==> src/rtl/uart_sim_pkg.sv <==
//------------------------------------------------------------------------------
// Module : uart_sim_pkg
// Brief  : Shared types and constants for the simulation-side UART responder.
// Rev    : 1.0 - initial release
//------------------------------------------------------------------------------
`default_nettype none

package uart_sim_pkg;
  typedef logic [7:0] uart_char_t;

  localparam uart_char_t UART_EMPTY_CHAR = 8'hFF;
  localparam int         UART_FIFO_DEPTH = 16;
endpackage

`default_nettype wire

==> src/rtl/uart_sim_fifo.sv <==
//------------------------------------------------------------------------------
// Module : uart_sim_fifo
// Brief  : Synchronous character FIFO with count, flush and registered head.
// Rev    : 1.0 - initial release
//------------------------------------------------------------------------------
`default_nettype none

module uart_sim_fifo
  import uart_sim_pkg::*;
#(
  parameter int DEPTH = UART_FIFO_DEPTH,
  localparam int AW = $clog2(DEPTH),
  localparam int CW = AW + 1
) (
  input  logic          clock,
  input  logic          reset,
  input  logic          push,
  input  uart_char_t    push_data,
  input  logic          pop,
  input  logic          flush,
  output logic [CW-1:0] count,
  output logic          full,
  output uart_char_t    head
);

  localparam logic [CW-1:0] FULL_COUNT = CW'(DEPTH);

  uart_char_t    mem_q [DEPTH];
  uart_char_t    mem_d [DEPTH];
  logic [AW-1:0] wr_ptr_q, wr_ptr_d;
  logic [AW-1:0] rd_ptr_q, rd_ptr_d;
  logic [CW-1:0] count_q, count_d;
  logic          do_push;
  logic          do_pop;

  // Space and data availability come from registered count only, so a
  // same-cycle pop never makes room for a push.
  always_comb begin
    mem_d    = mem_q;
    wr_ptr_d = wr_ptr_q;
    rd_ptr_d = rd_ptr_q;
    count_d  = count_q;
    do_push  = push && (count_q != FULL_COUNT);
    do_pop   = pop && (count_q != '0);
    if (flush) begin
      rd_ptr_d = wr_ptr_q;
      count_d  = '0;
    end else begin
      if (do_push) begin
        mem_d[wr_ptr_q] = push_data;
        wr_ptr_d        = wr_ptr_q + AW'(1);
      end
      if (do_pop) begin
        rd_ptr_d = rd_ptr_q + AW'(1);
      end
      case ({do_push, do_pop})
        2'b10:   count_d = count_q + CW'(1);
        2'b01:   count_d = count_q - CW'(1);
        default: count_d = count_q;
      endcase
    end
  end

  always_ff @(posedge clock) begin
    if (reset) begin
      wr_ptr_q <= '0;
      rd_ptr_q <= '0;
      count_q  <= '0;
    end else begin
      wr_ptr_q <= wr_ptr_d;
      rd_ptr_q <= rd_ptr_d;
      count_q  <= count_d;
    end
  end

  always_ff @(posedge clock) begin
    mem_q <= mem_d;
  end

  assign count = count_q;
  assign full  = (count_q == FULL_COUNT);
  assign head  = mem_q[rd_ptr_q];

endmodule

`default_nettype wire

==> src/rtl/uart_in_responder.sv <==
//------------------------------------------------------------------------------
// Module : uart_in_responder
// Brief  : Answers SimTop UART reads from a host-fed FIFO, else EMPTY_CHAR.
// Rev    : 1.0 - initial release
//------------------------------------------------------------------------------
`default_nettype none

module uart_in_responder
  import uart_sim_pkg::*;
#(
  parameter int         DEPTH      = UART_FIFO_DEPTH,
  parameter uart_char_t EMPTY_CHAR = UART_EMPTY_CHAR,
  parameter int         CNT_W      = 32
) (
  input  logic                   clock,
  input  logic                   reset,
  input  logic                   io_uart_in_valid,
  output logic [7:0]             io_uart_in_ch,
  input  logic                   host_push_valid,
  output logic                   host_push_ready,
  input  logic [7:0]             host_push_data,
  input  logic                   host_flush,
  output logic [$clog2(DEPTH):0] fifo_count,
  output logic [CNT_W-1:0]       empty_reads
);

  logic [$clog2(DEPTH):0] count;
  logic                   full;
  uart_char_t             head;
  logic                   empty_read;
  logic [CNT_W-1:0]       empty_reads_q, empty_reads_d;

  uart_sim_fifo #(
    .DEPTH (DEPTH)
  ) u_fifo (
    .clock     (clock),
    .reset     (reset),
    .push      (host_push_valid),
    .push_data (host_push_data),
    .pop       (io_uart_in_valid),
    .flush     (host_flush),
    .count     (count),
    .full      (full),
    .head      (head)
  );

  // Flush does not mask the statistic: an empty read is still an empty read.
  always_comb begin
    empty_read    = io_uart_in_valid && (count == '0);
    empty_reads_d = empty_reads_q;
    if (empty_read && !(&empty_reads_q)) begin
      empty_reads_d = empty_reads_q + CNT_W'(1);
    end
  end

  always_ff @(posedge clock) begin
    if (reset) begin
      empty_reads_q <= '0;
    end else begin
      empty_reads_q <= empty_reads_d;
    end
  end

  assign io_uart_in_ch   = (count != '0) ? head : EMPTY_CHAR;
  assign host_push_ready = !full;
  assign fifo_count      = count;
  assign empty_reads     = empty_reads_q;

endmodule

`default_nettype wire

==> config.mk <==
export PLATFORM = sky130hd
export DESIGN_NAME = uart_in_responder
export DESIGN_NICKNAME = d
export VERILOG_FILES = /design/src/rtl/uart_sim_pkg.sv /design/src/rtl/uart_sim_fifo.sv /design/src/rtl/uart_in_responder.sv
export SDC_FILE = /design/constraint.sdc
export NUM_CORES = 1
export LEC_CHECK = 0
export BUFFER_PORTS_ARGS = -buffer_cell sky130_fd_sc_hd__clkbuf_2
export CAP_MARGIN = 0
export CORE_UTILIZATION = 50
export DETAILED_ROUTE_END_ITERATION = 8
export MAX_ROUTING_LAYER = met4
export PLACE_DENSITY_LB_ADDON = 0.25
export SYNTH_ARGS = -nofsm -noshare
export SYNTH_HDL_FRONTEND = slang
export SYNTH_SLANG_ARGS = --single-unit
==> constraint.sdc <==
create_clock -name clock -period 8.4 [get_ports clock]
set_input_delay 0.84 -clock clock [delete_from_list [all_inputs] [get_ports clock]]
set_output_delay 0.84 -clock clock [all_outputs]
set_load 0.005 [all_outputs]
==> Word-level counts from Yosys, hierarchy flattened <==
Index checks and enable logic that the tools add are counted.
{ "totals": {"out_inout_bits": 46, "elab_cells": 59, "input_bits": 13, "regBits": 173} }
{ "op_classes": {"n_addsub": 5, "n_mux": 10, "reduce_logical": 14, "bitwise": 3, "magnitude_cmp": 3, "eq_ne": 4} }
{ "op_table": {"columns": ["operator", "n"], "rows": [
  ["128-bit bitwise mux", 1],
  ["32-bit by 1-bit adder with 32-bit output (second input constant)", 1],
  ["8-bit binary-select mux with 4-bit select", 1],
  ["8-bit demux with 4-bit select", 1],
  ["8-bit two-way mux", 4],
  ["32-bit AND reduction", 1],
  ["5-bit greater-or-equal comparator (second input constant)", 2],
  ["4-bit NOT with 5-bit output", 2],
  ["5-bit one-hot mux with 2 select lines", 1],
  ["4-bit by 1-bit adder with 4-bit output (second input constant)", 2],
  ["4-bit two-way mux", 2],
  ["5-bit by 1-bit adder with 5-bit output (second input constant)", 1],
  ["5-bit equality test (second input constant)", 1],
  ["1-bit logical AND", 5],
  ["5-bit zero test", 1],
  ["5-bit by 1-bit < comparator with 1-bit output (second input constant)", 1],
  ["5-bit inequality test (second input constant)", 1],
  ["5-bit nonzero test", 1],
  ["5-bit by 1-bit subtractor with 5-bit output (second input constant)", 1],
  ["2-bit nonzero test", 2],
  ["2-bit by 1-bit equality test with 1-bit output (second input constant)", 1],
  ["2-bit equality test (second input constant)", 1],
  ["1-bit zero test", 2],
  ["2-bit AND reduction", 1],
  ["2 further kinds", 2]
]} }

==> Depth between registers and ports, before layout <==
Gate-level depths: netlist of run 1.
{ "logic_depth": {"word_depth": 6, "depth_mapped": 13, "mapped_depth_nobuf": 11} }

==> Modules after synthesis <==
Synthesis of run 1 repeated with hierarchy kept, for this count alone.
{ "hier_totals": {"cells_unflattened": 505, "area_unflattened_um2": 7754.9} }
{ "by_module_without_submodules": {"columns": ["module", "instances", "area_per_inst_um2", "cells_per_inst"], "rows": [
  ["uart_sim_fifo", 1, 5868.1, 297],
  ["uart_in_responder", 1, 1886.8, 208]
]} }

==> Worst setup path before layout of run 1 <==
Ideal clock, no wire load.
{ "synth_path": {"path_type": "flip-flop to output port", "from": "reg u_fifo.rd_ptr_q[0]", "to": "out io_uart_in_ch[5]", "slack_ns": 5.093, "t_arrival_ns": 2.467, "stages_incl_launch_ff": 6, "required_ns": 7.560, "cell_sequence": "dfxtp_1 > clkbuf_1 > buf_1 > mux4_2 > mux4_2 > or2_2"} }
{ "synth_between": {"elab_chain_cells": 5} }
{ "synth_rtl": {"columns": ["element", "line", "text"], "rows": [
  ["start, declared", "uart_sim_fifo.sv:31", "logic [AW-1:0] rd_ptr_q, rd_ptr_d;"],
  ["start signal, assigned", "uart_sim_fifo.sv:71", "rd_ptr_q <= rd_ptr_d;"],
  ["4-bit NOT with 5-bit output (not written as such)", "uart_sim_fifo.sv:82", "assign head = mem_q[rd_ptr_q];"],
  ["8-bit binary-select mux with 4-bit select", "uart_sim_fifo.sv:82", null],
  ["8-bit two-way mux (not written as such) (2 in a row)", "uart_sim_fifo.sv:82", null],
  ["8-bit two-way mux", "uart_in_responder.sv:64", "assign io_uart_in_ch = (count != '0) ? head : EMPTY_CHAR;"],
  ["end, declared", "uart_in_responder.sv:18", "output logic [7:0] io_uart_in_ch,"]
]} }
Every way passes these cells. The select of a mux whose other input is x is not followed.

==> Worst setup path after layout of run 1 <==
{ "layout_path": {"from": "reg u_fifo.rd_ptr_q[0]", "to": "out io_uart_in_ch[6]"} }
Same word-level chain as after synthesis.

==> impl_results.md, run 1 <==
- Crit path from: u_fifo.rd_ptr_q[0]
- Critical Path Fanout Max: 35
- Critical path data arrival time: 2.82 ns
- Nets: 571
- Setup Crit Path Kind: reg2out
- Yosys warnings: 0
- Vias per inst: 6.08
- Startpoint types: flop
- Syn Inst Count: 497
- Share of layout cells above drive strength 1: 0.276
- TritonRoute pass-1 iters: 5
- Slew margin rel.: 0.151
- Initial antenna violation count: 0
- VDD IR max: 0.000146 V
- Synthesized Nets: 519
- EDFF count, synth: 128
- Max Root-Sink Buffers: 2
- Htree depth: 4
- Largest area contributor in the netlist: edfxtp_1
- CTS tree: built
- Post-CTS Hold Buffers: 0
- Vias in the first global route: 4281
- Die Width: 123 um
- Non-Filler Instances: 742
- Worst slew pin tran: 1.27 ns
- Antenna Violating Nets Remaining: 0
- PortBufs: 58
- CP endpoint kind: primary output
- Power, Total: 1.78 mW
- CTS resizes: 0
- DR vias: 4509
- Setup violators final: 0
- PnR worst setup slack: 4.74 ns
- PwrDens: 213 nW/um2
- Post-place setup slack: 4.86 ns
- R2R Path Start: u_fifo.count[0]
- Clock-pin slew on the worst setup and hold paths: 0.07 ns
- DRC: 0
- GRT overflow: 0
- Die Span Y: 123 um
- Worst-Skew Late Latency: 0.43 ns
- Worst hold slack: 0.500 ns
- Post-DP HPWL: 9810 um
- Placed cell count: 710
- Critical Path RT: 7.56 ns
- Async SR Flop Fraction: 0
- IO Pins: 59
- Row Count: 43
- Top cells by count, synth: 128 x edfxtp_1, 45 x dfxtp_1, 40 x mux4_2, 30 x nor2_1, 26 x a21oi_1
- Worst hold path class: reg2reg
- Final period util: 0.436
- Synth unique cells: 49
- Core area: 14100 um2
- Top-area cell type share of the netlist area: 0.523
- Most numerous cell in the Yosys netlist: edfxtp_1
- Status: complete, no violations
- Routed wire length: 15300 um
- Mapped cell area: 7350 um2
- First DRT Iteration DRCs: 459
- Synth Register Bits: 173
- Postcts setup bufs: 0
- Final TNS setup: 0 ns
- Die ar.: 15200 um2
- GPL Wtd Cong: 0.786
- Area Growth Syn to Fin: 13.5%
- Sequential element share of the synthesized area: 0.645
- Max-slew violations: 0
- Dominant synthesized flop cell: edfxtp_1
- RSZ-0062 raised after global routing: false
- Antenna cell count: 0
- LEAKAGE: 2.73 nW
- Root buf cell: clkbuf_16
- GRT Overall Usage: 0.226
- CTS Buf Count: 17
- Max Freq: 0.273 GHz
- Crit path time final: 3.66 ns
- WL per Instance: 20.6 um
- Max-cap viol count: 0
- First-pass GRT wire length: 23800 um
- Hold path start: empty_reads[27]
- Syn Area/Cell: 14.8 um2
- Starting Density: 0.522
- Setup Skew: 0.00581 ns
- Most area-consuming cells after synthesis: edfxtp_1 52%, dfxtp_1 12%, mux4_2 12%
- Largest net degree at the start of global routing: 46
- Hold Vio Cnt, Final: 0
- CTS sink cnt: 173
## per-layer routing
metal | vias to the layer above | global-route usage | wire (um)
met4 | 0 | 0.0640 | 165
met2 | 147 | 0.348 | 7590
li1 | 2065 | - | -
met5 | - | - | 0
met3 | 17 | 0.0475 | 732
met1 | 2280 | 0.306 | 6820
## sequential cells by signal, summed over array words and instances, names as in the netlist
signal           cells
empty_reads         32
u_fifo.wr_ptr_q      4
u_fifo.mem_q       128
u_fifo.count         5
u_fifo.rd_ptr_q      4
## through the flow
| stage | cell area (um2) | utilization |
|---|---|---|
| finish | 8340 | 0.592 |
| global route | 8340 | 0.592 |
| CTS | 8340 | 0.592 |
| detailed placement | 7780 | 0.552 |
| global placement | 7780 | 0.552 |
| floorplan | 7350 | - |
## critical path, stage by stage (launching register included)
cell	delay, ns
dfxtp_2	0.31
buf_4	0.54
mux4_2	0.62
mux4_2	0.48
or2_2	0.30
clkbuf_2	0.12
## worst paths after layout
| kind | end | slack [ns] | cells after the start |
|---|---|---|---|
| hold reg to reg | empty_reads[27] | 0.50 | 2 |
| setup reg to reg | u_fifo.count[4] | 4.90 | 11 |
| setup / recovery | io_uart_in_ch[6] | 4.74 | 5 |
| hold / removal | empty_reads[27] | 0.50 | 2 |
## kinds of logic after synthesis
logic type,count (synthesis),share of synthesized area
fa+ha+maj,9,0.0153
simple gates,147,0.110
compound gates,75,0.0635
buf+inv,35,0.0209
xor+xnor,12,0.0143
flops,173,0.645
mux,46,0.131
## area by class of cell
cell class              instances  area [um2]
repair buffers                 60         305
flip-flops and latches        173        4750
clock inverters                15         139
well taps                     180         225
inverters                       8        30.0
multi-input cells             289        2470
fillers                      1085        5750
clock buffers                  17         425
## placed cells by master, fill, tap and decap left out, types with 5 or more instances in the layout
cell type  instances
edfxtp_1         128
clkbuf_2          58
dfxtp_1           44
mux4_2            40
nor2_1            30
a21oi_1           26
nand2_1           22
o21ai_0           22
or3_1             19
clkbuf_16         17
nand3_1           14
or2_2             11
or4_1             11
nand4_1            9
ha_1               9
inv_1              8
xor2_1             8
o31ai_1            7
nor3_1             5
nor2b_1            5
inv_6              5
## power breakdown
group	switching (mW)	leakage, nW	total [mW]	internal [mW]
sequential	0.00607	1.52	0.929	0.923
clock	0.339	0.266	0.751	0.412
combinational	0.0570	0.947	0.101	0.0436
(Power assumes the default switching activity.)
==> run 2: changes to the inputs <==
==> constraint.sdc (replaced) <==
create_clock -name clock -period 3.2 [get_ports clock]
set_input_delay 0.32 -clock clock [delete_from_list [all_inputs] [get_ports clock]]
set_output_delay 0.32 -clock clock [all_outputs]
set_load 0.005 [all_outputs]
==> run 2 against run 1 <==
Die area unchanged. Clock skew increased by 0.0018 ns. Largest power group unchanged. Hold slack got worse by 0.26 ns. Global-route usage about the same.
==> impl_results.md, run 2 (synthesized netlist as in run 1, its figures left out) <==
- Status: complete, no violations (unchanged)
- First DRT Iteration DRCs: 362 (was 459)
- Max Root-Sink Buffers: 2 (unchanged)
- Max-cap viol count: 0 (unchanged)
- PnR worst setup slack: 0.251 ns (was 4.74 ns)
- R2R Path Start: u_fifo.count[0] (unchanged)
- VDD IR max: 0.000430 V (was 0.000146 V)
- Vias per inst: 5.98 (was 6.08)
- Most flops, register: u_fifo.mem_q (unchanged)
- Setup violators final: 0 (unchanged)
- Top delay family on crit path: compound AO/OA/AOI/OAI gates (was multiplexers)
- Vias in the first global route: 4342 (was 4281)
- Worst hold slack: 0.237 ns (was 0.500 ns)
- Non-Filler Instances: 764 (was 742)
- Max Freq: 0.339 GHz
- Post-Place Cell Area: 7940 um2 (was 7780 um2)
- CTS sink cnt: 173 (unchanged)
- LEAKAGE: 2.86 nW (was 2.73 nW)
- Worst hold path class: in2reg (was reg2reg)
- Crit path from: u_fifo.count[0] (was u_fifo.rd_ptr_q[0])
- First-pass GRT wire length: 23700 um (was 23800 um)
- TritonRoute pass-1 iters: 4 (was 5)
- WL per Instance: 20.2 um (was 20.6 um)
- Area of the multi-input gates: 2460 um2 (was 2470 um2)
- GPL Wtd Cong: 0.823 (was 0.786)
- Antenna Violating Nets Remaining: 0 (unchanged)
- IO Pins: 59 (unchanged)
- CTS resizes: 0 (unchanged)
- Largest net degree at the start of global routing: 46 (unchanged)
- DRC: 0 (unchanged)
- Post-DP HPWL: 9750 um (was 9810 um)
- Final period util: 0.922
- Highest-delay cell along the critical path: or4_4 (was mux4_2)
- Setup Crit Path Kind: reg2reg (was reg2out)
- Power, Total: 4.75 mW (was 1.78 mW)
- CP endpoint kind: flop (was primary output)
- Die ar.: 15200 um2 (unchanged)
- GRT overflow: 0 (unchanged)
- Max-slew violations: 0 (unchanged)
- Core area: 14100 um2 (unchanged)
- Initial antenna violation count: 0 (unchanged)
- PwrDens: 557 nW/um2 (was 213 nW/um2)
- Area Growth Syn to Fin: 16.0% (was 13.5%)
- Final core occ: 0.605 (was 0.592)
- Slew margin rel.: 0.397 (was 0.151)
- Final-layout fill cell count: 1057 (was 1085)
- Post-place setup slack: 0.0776 ns (was 4.86 ns)
- Critical path data arrival time: 3.31 ns (was 2.82 ns)
- Critical path cell sequence: or4_4 -> o21ai_1 -> inv_1 -> ha_1 -> xor2_1 -> ha_1 -> a21oi_2 -> o22ai_1 -> a222oi_1 -> o21ai_0 -> a21oi_1 (was buf_4 -> mux4_2 -> mux4_2 -> or2_2 -> clkbuf_2)
- Root buf cell: clkbuf_16 (unchanged)
- Die Width: 123 um (unchanged)
- PortBufs: 58 (unchanged)
- Critical Path Fanout Max: 7 (was 35)
- CTS Buf Count: 17 (unchanged)
- RSZ-0062 raised after global routing: false (unchanged)
- Die Span Y: 123 um (unchanged)
- Cell repeated most along the worst path: ha_1 (was mux4_2)
- Largest register FFs: 128 (unchanged)
- Htree depth: 4 (unchanged)
- Worst slew pin tran: 0.904 ns (was 1.27 ns)
- Startpoint types: flop (unchanged)
- Final TNS setup: 0 ns (unchanged)
- Bufs and invs on worst path: 1 (was 2)
- Commonest non-fill, non-tap cell in the layout: edfxtp_1 (unchanged)
- Placed cell count: 732 (was 710)
- Setup Skew: 0.00757 ns (was 0.00581 ns)
- Peak per-stage delay on the critical path: 0.60 ns (was 0.62 ns)
- Seq. cell area: 4750 um2 (unchanged)
- Row Count: 43 (unchanged)
- Finished Cell Area: 8530 um2 (was 8340 um2)
- Post-CTS Hold Buffers: 0 (unchanged)
- Most frequent cells in the layout: 128 x edfxtp_1, 58 x clkbuf_2, 44 x dfxtp_1 (unchanged)
- GRT Overall Usage: 0.227 (was 0.226)
- DR vias: 4570 (was 4509)
- Antenna cell count: 0 (unchanged)
- Starting Density: 0.522 (unchanged)
- Worst-Skew Late Latency: 0.43 ns (about the same)
- Clock-pin slew on the worst setup and hold paths: 0.07 ns (about the same)
- Hold Vio Cnt, Final: 0 (unchanged)
- Crit path time final: 2.95 ns
- Hold path start: host_flush (was empty_reads[27])
- Share of layout cells above drive strength 1: 0.300 (was 0.276)
- CTS tree: built (unchanged)
- Critical Path RT: 3.56 ns (was 7.56 ns)
- Routed wire length: 15500 um (was 15300 um)
- Nets: 593 (was 571)
- Postcts setup bufs: 0 (unchanged)
==> run 2: cell types whose count changed in the layout (fill, tap and decap cells not counted), sizes merged <==
cell	delta
inv	+1
clkbuf	+1
clkinv	-1
buf	+22
bufinv	+1
clkinvlp	-2
==> run 2: worst paths after layout <==
| kind | cells after the start | endpoint | slack (ns) |
|---|---|---|---|
| max | 11 | u_fifo.count[4] | 0.25 |
| min | 2 | u_fifo.rd_ptr_q[0] | 0.24 |
| max reg2reg | 11 | u_fifo.count[4] | 0.25 |
| min reg2reg | 2 | empty_reads[30] | 0.50 |
==> run 2: layer usage <==
metal  vias to the layer above  GRT usage  routed length [um]
li1                       2096          -                   -
met1                      2296      0.298                6820
met2                       163      0.351                7560
met3                        15     0.0558                 911
met4                         0     0.0693                 173
met5                         -          -                   0
==> run 2: report_power, final <==
part           internal [mW]  total, mW  switching [mW]
registers               2.42       2.44          0.0163
logic                  0.124      0.271           0.147
clock network           1.17       2.04           0.871
total                   3.71       4.75            1.03
==> run 2: layout make-up <==
type	count	area share
Sequential cell	173	0.556
Inverter	8	0.00352
Tap cell	180	0.0264
Clock inverter	14	0.0185
Clock buffer	18	0.0503
Timing Repair Buffer	82	0.0566
Multi-Input combinational cell	289	0.288
